[config.mk]
export PLATFORM = sky130hd
export DESIGN_NAME = mult_share_arb
export DESIGN_NICKNAME = d
export VERILOG_FILES = /design/src/rtl/mult_share_arb.sv
export SDC_FILE = /design/constraint.sdc
export NUM_CORES = 1
export LEC_CHECK = 0
export ABC_CLOCK_PERIOD_IN_PS = 1350
export BUFFER_PORTS_ARGS = -buffer_cell sky130_fd_sc_hd__buf_4
export CAP_MARGIN = 10
export CORE_ASPECT_RATIO = 1.1
export CORE_MARGIN = 1.5
export CORE_UTILIZATION = 38
export DETAILED_ROUTE_END_ITERATION = 8
export PLACE_DENSITY = 0.76
export SLEW_MARGIN = 20
export SYNTH_ARGS = -nofsm -noshare
export SYNTH_HDL_FRONTEND = slang
export SYNTH_SLANG_ARGS = --single-unit
[constraint.sdc]
create_clock -name clk -period 1.35 [get_ports clk]
set_input_delay 0.27 -clock clk [delete_from_list [all_inputs] [get_ports clk]]
set_output_delay 0.27 -clock clk [all_outputs]
set_load 0.05 [all_outputs]
[src/rtl/mult_share_arb.sv]
// Two-requester front end for one shared pipelined 8ux8s multiplier.
// Round-robin grant, operand registers, and a tag pipeline for responses.
module mult_share_arb #(
  parameter int LAT = 2
) (
  input  logic        clk,
  input  logic        rst,
  input  logic        req0_valid,
  input  logic [7:0]  req0_a,
  input  logic [7:0]  req0_b,
  output logic        req0_ready,
  input  logic        req1_valid,
  input  logic [7:0]  req1_a,
  input  logic [7:0]  req1_b,
  output logic        req1_ready,
  output logic [7:0]  mul_n1,
  output logic [7:0]  mul_n2,
  input  logic [15:0] mul_result,
  output logic        rsp_valid,
  output logic        rsp_id,
  output logic [15:0] rsp_data,
  output logic        busy
);

  // prio_q names the side that wins the next conflict
  logic         prio_q, prio_d;
  logic [7:0]   n1_q, n1_d;
  logic [7:0]   n2_q, n2_d;
  // tag stage 0 lines up with the operand regs,
  // stage LAT lines up with mul_result
  logic [LAT:0] tv_q, tv_d;
  logic [LAT:0] tid_q, tid_d;
  logic         rv_q;
  logic         rid_q;
  logic [15:0]  rd_q;

  logic         gnt0;
  logic         gnt1;
  logic         acc;
  logic         acc_id;

  // grant decision; nothing is granted while in reset
  always_comb begin
    gnt0 = 1'b0;
    gnt1 = 1'b0;
    if (!rst) begin
      unique case ({req1_valid, req0_valid})
        2'b01: gnt0 = 1'b1;
        2'b10: gnt1 = 1'b1;
        2'b11: begin
          gnt0 = ~prio_q;
          gnt1 = prio_q;
        end
        default: ;
      endcase
    end
  end

  assign acc        = gnt0 | gnt1;
  assign acc_id     = gnt1;
  assign req0_ready = gnt0;
  assign req1_ready = gnt1;

  // next state: operands, priority flip and tag shift
  always_comb begin
    prio_d = prio_q;
    n1_d   = n1_q;
    n2_d   = n2_q;
    if (acc) begin
      prio_d = ~acc_id;
      n1_d   = gnt1 ? req1_a : req0_a;
      n2_d   = gnt1 ? req1_b : req0_b;
    end
    tv_d  = {tv_q[LAT-1:0], acc};
    tid_d = {tid_q[LAT-1:0], acc_id};
  end

  // state registers; reset drops everything in flight
  always_ff @(posedge clk) begin
    if (rst) begin
      prio_q <= 1'b0;
      n1_q   <= '0;
      n2_q   <= '0;
      tv_q   <= '0;
      tid_q  <= '0;
      rv_q   <= 1'b0;
      rid_q  <= 1'b0;
      rd_q   <= '0;
    end else begin
      prio_q <= prio_d;
      n1_q   <= n1_d;
      n2_q   <= n2_d;
      tv_q   <= tv_d;
      tid_q  <= tid_d;
      rv_q   <= tv_q[LAT];
      rid_q  <= tid_q[LAT];
      rd_q   <= mul_result;
    end
  end

  assign mul_n1    = n1_q;
  assign mul_n2    = n2_q;
  assign rsp_valid = rv_q;
  assign rsp_id    = rid_q;
  assign rsp_data  = rd_q;
  assign busy      = (|tv_q) | rv_q;

endmodule

Word-level counts from Yosys, hierarchy flattened
Cells that the tools add are included.
{"block": "classes", "eq_ne": 3, "mux": 6, "n_bitwise": 4, "n_reduce_logical": 1}
{"op": "8-bit 2-to-1 mux", "count": 2}
{"op": "2-bit == test, second input constant", "count": 2}
{"op": "1-bit case mux with 2 select lines", "count": 2}
{"op": "3-bit OR reduction", "count": 1}
{"op": "2-bit by 1-bit == test with 1-bit output, second input constant", "count": 1}
{"op": "1-bit 2-to-1 mux", "count": 2}
{"op": "1-bit inverter", "count": 2}
{"op": "1-bit OR", "count": 2}
{"block": "totals", "ff_bits": 41, "inputBits": 52, "elab_cells": 22}

Depth between registers and ports, before layout
Gate-level depths: netlist of the first run.
{"block": "depth", "depth_word": 4, "depth_mapped": 6, "mapped_depth_nobuf": 3}

Worst setup path before layout of the first run
No wires, ideal clock.
{"block": "synth_path", "kind": "register to output", "startpoint": "reg prio_q", "endpoint": "out req0_ready", "arrival_ps": 1727, "required_time_ps": 1080, "slack_ps": -647, "stages_incl_launch_ff": 4, "n_path_buf": 2, "cell_sequence": "dfxtp_1 buf_6 buf_2 a211oi_1"}
{"block": "synth_between", "elab_chain_len": 3}
{"item": "start: declaration", "line": "26", "text": "logic prio_q, prio_d;"}
{"item": "start signal: assignment", "line": "90", "text": "prio_q <= prio_d;"}
{"item": "1-bit inverter", "line": "51", "text": "gnt0 = ~prio_q;"}
{"item": "1-bit case mux with 2 select lines", "line": "47", "text": "unique case ({req1_valid, req0_valid})"}
{"item": "1-bit 2-to-1 mux", "line": "46", "text": "if (!rst) begin"}
{"item": "end: declaration", "line": "11", "text": "output logic req0_ready,"}
Every way passes these cells.

Worst setup path after layout of the first run
{"block": "layout_path", "startpoint": "reg tv_q[1]", "endpoint": "out busy"}
{"block": "layout_between", "elab_chain_len": 2}
{"item": "start: declaration", "line": "31", "text": "logic [LAT:0] tv_q, tv_d;"}
{"item": "start signal: assignment", "line": "93", "text": "tv_q <= tv_d;"}
{"item": "3-bit OR reduction", "line": "106", "text": "assign busy = (|tv_q) | rv_q;"}
{"item": "1-bit OR", "line": "106"}
{"item": "end: declaration", "line": "22", "text": "output logic busy"}
Every way passes these cells.

==> results of run 1 <==
## stage by stage
step / setup TNS (ns) / utilization [%] / hold slack (ns) / instances
final: -0.400 / 64.6 / 0.191 / 281
after global routing: -0.865 / 64.6 / 0.190 / 281
after CTS: -0.438 / 64.1 / 0.187 / 281
after detailed placement: -3.61 / 59.9 / 0.420 / 269
after global placement: -3.28 / 59.9 / 0.417 / 269
after floorplan: -0.657 / - / 0.386 / 134
## area by class of cell
class / count / share of cell area, %
Clock buffer: 7 / 3.63
Multi-Input combinational cell: 64 / 22.7
Tap cell: 50 / 2.63
Inverter: 17 / 2.68
Sequential cell: 41 / 34.6
Timing Repair Buffer: 102 / 33.8
## worst max path at each step
stage                 start  cells after the start   endpoint  slack (ns)
finish              tv_q[1]                      2       busy       -0.21
floorplan            prio_q                      6  mul_n1[1]       -0.07
detailed placement      rst                      3  mul_n1[3]       -0.23
global route        tv_q[1]                      2       busy       -0.24
CTS                 tv_q[1]                      2       busy       -0.22
global placement        rst                      3  mul_n2[1]       -0.20
## what timing repair did
action / 4_1_cts / 5_1_grt
setup buffers: 5 / 2
gates resized for setup: 9 / 9
endpoints found under the setup margin: 3 / 19
pin swaps: 3 / 15
## worst max-delay path: cells and delay by family (launching register included)
| kind | cells | cell delay, ns |
|---|---|---|
| flip-flops | 1 | 0.31 |
| buffers and inverters | 1 | 0.17 |
| AND/OR/NAND/NOR | 1 | 0.53 |
## kinds of logic (layout without fill, tap and decap cells)
logic type	count (synthesis)	after routing	synth area share [%]
compound gates	34	34	21.3
buf+inv	29	126	9.35
flops	41	41	55.8
simple gates	30	30	13.6
## cells in the final DEF, fill, tap and decap left out, types with 2 or more instances in the layout
cell type / n
a221o_1: 16
nor2_1: 2
clkbuf_8: 6
a2111oi_0: 13
buf_6: 6
a2111oi_1: 3
inv_1: 16
dfxtp_1: 40
buf_8: 2
nor2b_1: 22
buf_4: 94
## per-layer routing
layer	global-route usage, %	part of all wire [%]	vias up
met5	0	0	-
met4	7.78	1.1	0
met3	6.41	8.2	5
met2	32.5	50	65
met1	19.5	41	643
li1	-	-	677
## sequential cells by signal (all words and copies together), names as in the netlist
register and flops:
rsp_data 16, mul_n1 8, mul_n2 8, tid_q 3, tv_q 3, prio_q 1
rsp_id 1, rsp_valid 1
## cells in the mapped netlist
cell type / n / area share, %
nor2b_1: 22 / 9.4
clkbuf_1: 7 / 1.8
dfxtp_1: 41 / 56
buf_6: 2 / 1.5
inv_2: 1 / 0.25
a2111oi_0: 16 / 9.5
inv_1: 16 / 4.1
nor2_1: 2 / 0.51
and3b_1: 2 / 1.2
nor3_2: 1 / 0.68
buf_2: 2 / 0.68
a21oi_1: 1 / 0.34
nand2b_4: 1 / 0.94
nand2b_1: 1 / 0.43
buf_8: 1 / 1.0
a221o_1: 16 / 11
or4_1: 1 / 0.51
a211oi_1: 1 / 0.51
## power groups by stage
stage / registers (mW) / clock network [mW] / logic, mW
floorplan: 1.57 / 0 / 0.171
finish: 1.32 / 0.781 / 0.688
CTS: 1.32 / 0.803 / 0.685
detailed placement: 1.35 / 0 / 0.660
global placement: 1.35 / 0 / 0.653
global route: 1.33 / 0.846 / 0.725
==> metrics.md, run 1 <==
| Metric | Value |
|---|---|
| Antenna cells | `0` |
| DRT antenna net count | `0` |
| Avg Vias per Cell | `4.95` |
| Worst slack at placement | `-0.232 ns` |
| Post-Synthesis Cells | `134` |
| Slew @ Worst Pin | `0.646 ns` |
| CTS Buf Count | `5` |
| Peak Freq | `641 MHz` |
| Worst Hold Depth | `2` |
| Initial antenna violation count | `0` |
| Worst-case vdd ir drop | `0.000675 V` |
| Area taken by multi-input logic gates | `541 sq um` |
| Max-slew violation count | `0` |
| # IOs | `89` |
| Clock Tree Root | `clkbuf_8` |
| Yosys Warn Count | `0` |
| Fin crit period | `1.56 ns` |
| Die Area | `4250 sq um` |
| R2R Setup Slk | `0 ns` |
| CTS tree | `yes` |
| Placed inst area | `about 2200 sq um` |
| Synthesis-stage register bit count | `between 40 and 50` |
| Reg2Reg Launch Point | `prio_q` |
| Layout cells sized above 1 | `roughly 50%` |
| H-tree levels | `2` |
| Crit-path slowest cell | `or4_4` |
| Setup Viol. Count Final | `4` |
| Cell Chain, Critical Path | `or4_4, buf_6` |
| Psw | `0.810 mW` |
| Combinational share of power | `24.7%` |
| CTS Hold Bufs | `0` |
| Max Cap Violations | `0` |
| GP Congestion | `0.716` |
| Clock transition at path regs | `0.07 ns` |
| Core box area | `3680 sq um` |
| Total gr overflow | `0` |
| Status | `complete, but fails checks` |
| DRC | `0` |
| Sequential Power Share | `47.4%` |
| Synthesized area | `1470 sq um` |
| Clock power share | `roughly 28%` |
| PortBufs | `88` |
| Startpoint Class | `flop` |
| Dpl hpwl | `2700 um` |
| Power Dens Cells | `1170 nW/um^2` |
| Area Growth Syn to Fin | `61.6%` |
| Via Count | `1390` |
| Max stage delay on crit path | `0.53 ns` |
| Clk_skew | `0.00166 ns` |
| Register Area | `822 sq um` |
| Hold EP | `rsp_data[9]` |
| Crit end category | `output port` |
| Sw Share | `about 29%` |
| Tcrit/Tclk final | `116%` |
| Site Rows | `23` |
| Worst Slack Setup Final | `-0.210 ns` |
| Largest net degree at the start of global routing | `24` |
| Final Hold Viols | `0` |
| RSZ-0062 raised after global routing | `yes` |
| Kind of critical path | `flop to output port` |
| Layout Nets | `283` |
| Failing checks | `setup timing` |
| Starting density of the core | `39.9%` |
| Syn nets | `186` |
| Cells on worst reg2reg path | `5` |
| Int Pwr | `1.98 mW` |
| First-iteration detailed-routing DRC count | `43` |
| Total power draw | `2.79 mW` |
| Critical path required time | `around 1.1 ns` |
| CTS sink cnt | `41` |
| Via count of the first global-routing pass | `1393` |
| Die width | `62.3 um` |
| CTS Buffer Depth | `2` |
| Register area share after synthesis | `55.8%` |
| HP Start | `mul_result[9]` |
| Fill cell count | `approximately 340` |
| Overall routing resource usage | `18.0%` |
| Worst EP arrival | `1.29 ns` |
| Final wirelength | `3840 um` |
| Global-route wire length before repair | `5850 um` |
| Worst R2R End | `mul_n1[3]` |
| Max_slew headroom | `56.8%` |
| Lkg Pwr | `about 1.1 nW` |
| Crit path max fanout | `2` |
| Mean post-synth cell area | `11.0 sq um` |
| Fin area | `~2400 sq um` |
| Routed length per placed instance | `13.7 um` |
| Worst skew pair latency | `between 0.2 and 0.3 ns` |
| Cell variety after synth | `18` |
| Drt first pass iters | `4` |
| Die Y | `68.3 um` |
| Hold Crit Class | `primary input to flop` |
Power figures use the tool's default switching activity.
==> run 2: changes to the inputs <==
--- a/config.mk
+++ b/config.mk
@@ -5,14 +5,15 @@
 export SDC_FILE = /design/constraint.sdc
 export NUM_CORES = 1
 export LEC_CHECK = 0
+export ABC_AREA = 1
 export ABC_CLOCK_PERIOD_IN_PS = 1350
 export BUFFER_PORTS_ARGS = -buffer_cell sky130_fd_sc_hd__buf_4
 export CAP_MARGIN = 10
 export CORE_ASPECT_RATIO = 1.1
 export CORE_MARGIN = 1.5
-export CORE_UTILIZATION = 38
+export CORE_UTILIZATION = 39
 export DETAILED_ROUTE_END_ITERATION = 8
-export PLACE_DENSITY = 0.76
+export PLACE_DENSITY = 0.75
 export SLEW_MARGIN = 20
 export SYNTH_ARGS = -nofsm -noshare
 export SYNTH_HDL_FRONTEND = slang
==> metrics.md, run 2 <==
| Metric | Value |
|---|---|
| Status | `complete, no violations` |
| Drt first pass iters | `4 (unchanged)` |
| Max FFs per register | `16 (unchanged)` |
| Area taken by multi-input logic gates | `584 sq um (+8.1%)` |
| Sw Share | `30.2% (+1.2 points)` |
| Syn nets | `277 (+49%)` |
| Peak Freq | `783 MHz (+22%)` |
| Count leader, synth | `nor2_1` |
| Slew @ Worst Pin | `0.303 ns (-0.343 ns)` |
| Final wirelength | `3640 um (-5.3%)` |
| Combinational share of power | `25.6% (+0.9 points)` |
| Critical path required time | `1.08 ns (about the same)` |
| Power Dens Cells | `1190 nW/um^2 (+1.3%)` |
| Core box area | `3990 sq um (+8.4%)` |
| CTS tree | `yes` |
| Yosys Warn Count | `0 (unchanged)` |
| First-iteration detailed-routing DRC count | `94 (+120%)` |
| Via count of the first global-routing pass | `1481 (+6.3%)` |
| Global-route wire length before repair | `5980 um (+2.2%)` |
| Most frequent cells after synthesis | `55 x nor2_1, 41 x dfxtp_1, 39 x inv_1, 20 x a21oi_1` |
| Crit end category | `output port` |
| Clock power share | `28.9% (+0.9 points)` |
| # IOs | `89 (unchanged)` |
| Lkg Pwr | `1.30 nW (+14%)` |
| Dpl hpwl | `2730 um (+1.3%)` |
| Psw | `0.878 mW (+8.4%)` |
| Synthesized area | `1650 sq um (+12%)` |
| CTS sink cnt | `41 (unchanged)` |
| Post-synth ARST share | `0% (unchanged)` |
| Layout cells sized above 1 | `35.5% (-14 points)` |
| Ranking of synthesized cells by area | `dfxtp_1 50%, nor2_1 13%, inv_1 8.9%` |
| Register Area | `822 sq um (unchanged)` |
| Max_slew headroom | `79.8% (+23 points)` |
| Die Y | `71.1 um (+4.2%)` |
| Clk_skew | `0.00455 ns (+0.00288 ns)` |
| Fill cell count | `409 (+21%)` |
| Die Area | `4620 sq um (+8.5%)` |
| Startpoint Class | `flop` |
| Area leader, netlist | `dfxtp_1` |
| Starting density of the core | `41.2% (+1.3 points)` |
| DRC | `0 (unchanged)` |
| Worst Slack Setup Final | `0.0733 ns (+0.283 ns)` |
| RSZ-0062 raised after global routing | `no` |
| Sequential Power Share | `45.5% (-1.9 points)` |
| Max Cap Violations | `0 (unchanged)` |
| GP Congestion | `0.661 (-7.6%)` |
| Largest net degree at the start of global routing | `34 (+42%)` |
| Synthesis-stage register bit count | `41 (unchanged)` |
| Antenna cells | `0 (unchanged)` |
| Worst skew pair latency | `0.28 ns (about the same)` |
| H-tree levels | `2 (unchanged)` |
| Register area share after synthesis | `49.9% (-5.9 points)` |
| Tcrit/Tclk final | `94.6% (-21 points)` |
| Overall routing resource usage | `16.2% (-1.8 points)` |
| Most frequent cells in the layout | `91 x buf_4, 55 x nor2_1, 40 x dfxtp_1` |
| Final Hold Viols | `0 (unchanged)` |
| Worst slack at placement | `0.132 ns (+0.363 ns)` |
| Hold Crit Class | `primary input to flop` |
| Setup Viol. Count Final | `0 (-4)` |
| Max-slew violation count | `0 (unchanged)` |
| Kind of critical path | `flop to output port` |
| Clock transition at path regs | `0.07 ns (about the same)` |
| Avg Vias per Cell | `4.50 (-9.1%)` |
| Mean post-synth cell area | `7.31 sq um (-33%)` |
| CTS Buf Count | `5 (unchanged)` |
| Commonest non-fill, non-tap cell in the layout | `buf_4` |
| Die width | `64.9 um (+4.2%)` |
| Via Count | `1641 (+18%)` |
| Initial antenna violation count | `0 (unchanged)` |
| Total gr overflow | `0 (unchanged)` |
| EDFF count, synth | `0 (unchanged)` |
| Layout Nets | `364 (+29%)` |
| Site Rows | `24 (+4.3%)` |
| Cell variety after synth | `17 (-1)` |
| Worst-case vdd ir drop | `0.000538 V (-20%)` |
| Post-Route Setup TNS | `0 ns (+0.400 ns)` |
| Area Growth Syn to Fin | `48.5%` |
| Crit path max fanout | `3 (+1)` |
| Clock Tree Root | `clkbuf_8` |
| CTS Buffer Depth | `2 (unchanged)` |
| Most used DFF post-synth | `dfxtp_1` |
| Int Pwr | `2.03 mW (+2.3%)` |
| Yosys top cell area share | `49.9% (-5.9 points)` |
| Worst EP arrival | `1.01 ns (-0.28 ns)` |
| PortBufs | `88 (unchanged)` |
| CTS Hold Bufs | `0 (unchanged)` |
| Fin crit period | `1.28 ns (-0.283 ns)` |
| Post-Synthesis Cells | `225 (+68%)` |
| DRT antenna net count | `0 (unchanged)` |
| Routed length per placed instance | `9.97 um (-27%)` |
[run 2: changes by cell type after synthesis, moves of 17 or more]
| cell | previous run | this run |
|---|---|---|
| inv_1 | 16 | 39 |
| nor2_1 | 2 | 55 |
| nor2b_1 | 22 | 0 |
| a21oi_1 | 1 | 20 |
| nand3_1 | 0 | 17 |
| nand2_1 | 0 | 17 |
[run 2: final cells by class]
type | count | share of cell area [%]
well taps | 52 | 2.66
clock inverters | 1 | 0.205
multi-input cells | 130 | 23.9
inverters | 41 | 6.40
clock buffers | 7 | 3.94
flip-flops and latches | 41 | 33.6
repair buffers | 93 | 29.2
[run 2: cells by family (layout without fill, tap and decap cells)]
family / after synthesis / in the layout / share of synthesized area, %
AND/OR/NAND/NOR: 94 / 94 / 24.1
buffers and inverters: 54 / 142 / 15.1
flip-flops: 41 / 41 / 49.9
AO/OA/AOI/OAI: 36 / 36 / 11.0
[run 2: routing by layer]
metal | track usage, % | vias up | share of wire [%]
met3 | 4.29 | 4 | 9.0
met2 | 30.4 | 66 | 50
met1 | 17.6 | 719 | 41
met5 | 0 | - | 0
li1 | - | 852 | -
met4 | 4.96 | 0 | 0.69
[run 2: power groups by stage]
| stage | clock (mW) | sequential [mW] | combinational (mW) |
|---|---|---|---|
| 6_report | 0.840 | 1.32 | 0.742 |
| 2_1_floorplan | 0 | 1.59 | 0.244 |
| 4_1_cts | 0.872 | 1.32 | 0.749 |
| 3_3_place_gp | 0 | 1.35 | 0.737 |
| 5_1_grt | 0.924 | 1.33 | 0.797 |
| 3_5_place_dp | 0 | 1.35 | 0.748 |
[run 2: worst max-delay path: stages (launching register included)]
cell	delay, ns
dfxtp_2	0.35
inv_1	0.08
a21oi_2	0.14
buf_6	0.17
[run 2: metrics by stage]
stage / hold WS, ns / util [%] / cells / power [mW] / instance area, sq um
6_report: 0.189 / 61.2 / 365 / 2.90 / 2440
3_5_place_dp: 0.395 / 58.5 / 357 / 2.10 / 2340
4_1_cts: 0.182 / 61.1 / 365 / 2.94 / 2440
5_1_grt: 0.184 / 61.2 / 365 / 3.05 / 2440
2_1_floorplan: 0.366 / - / 225 / 1.83 / 1650
3_3_place_gp: 0.394 / 58.5 / 357 / 2.09 / 2340
[run 2: worst paths after layout]
check / startpoint / to / slack [ns] / cells past startpoint
worst max-delay path: prio_q / req1_ready / 0.07 / 3
worst min-delay path: mul_result[8] / rsp_data[8] / 0.19 / 3
worst max register to register: prio_q / mul_n1[2] / 0.26 / 7
worst min register to register: tid_q[1] / tid_q[2] / 0.40 / 2
[run 2: timing repair]
item                                    CTS  global route
endpoints found under the setup margin    0             1
buffers inserted                          0             0
resized for setup                         0             2
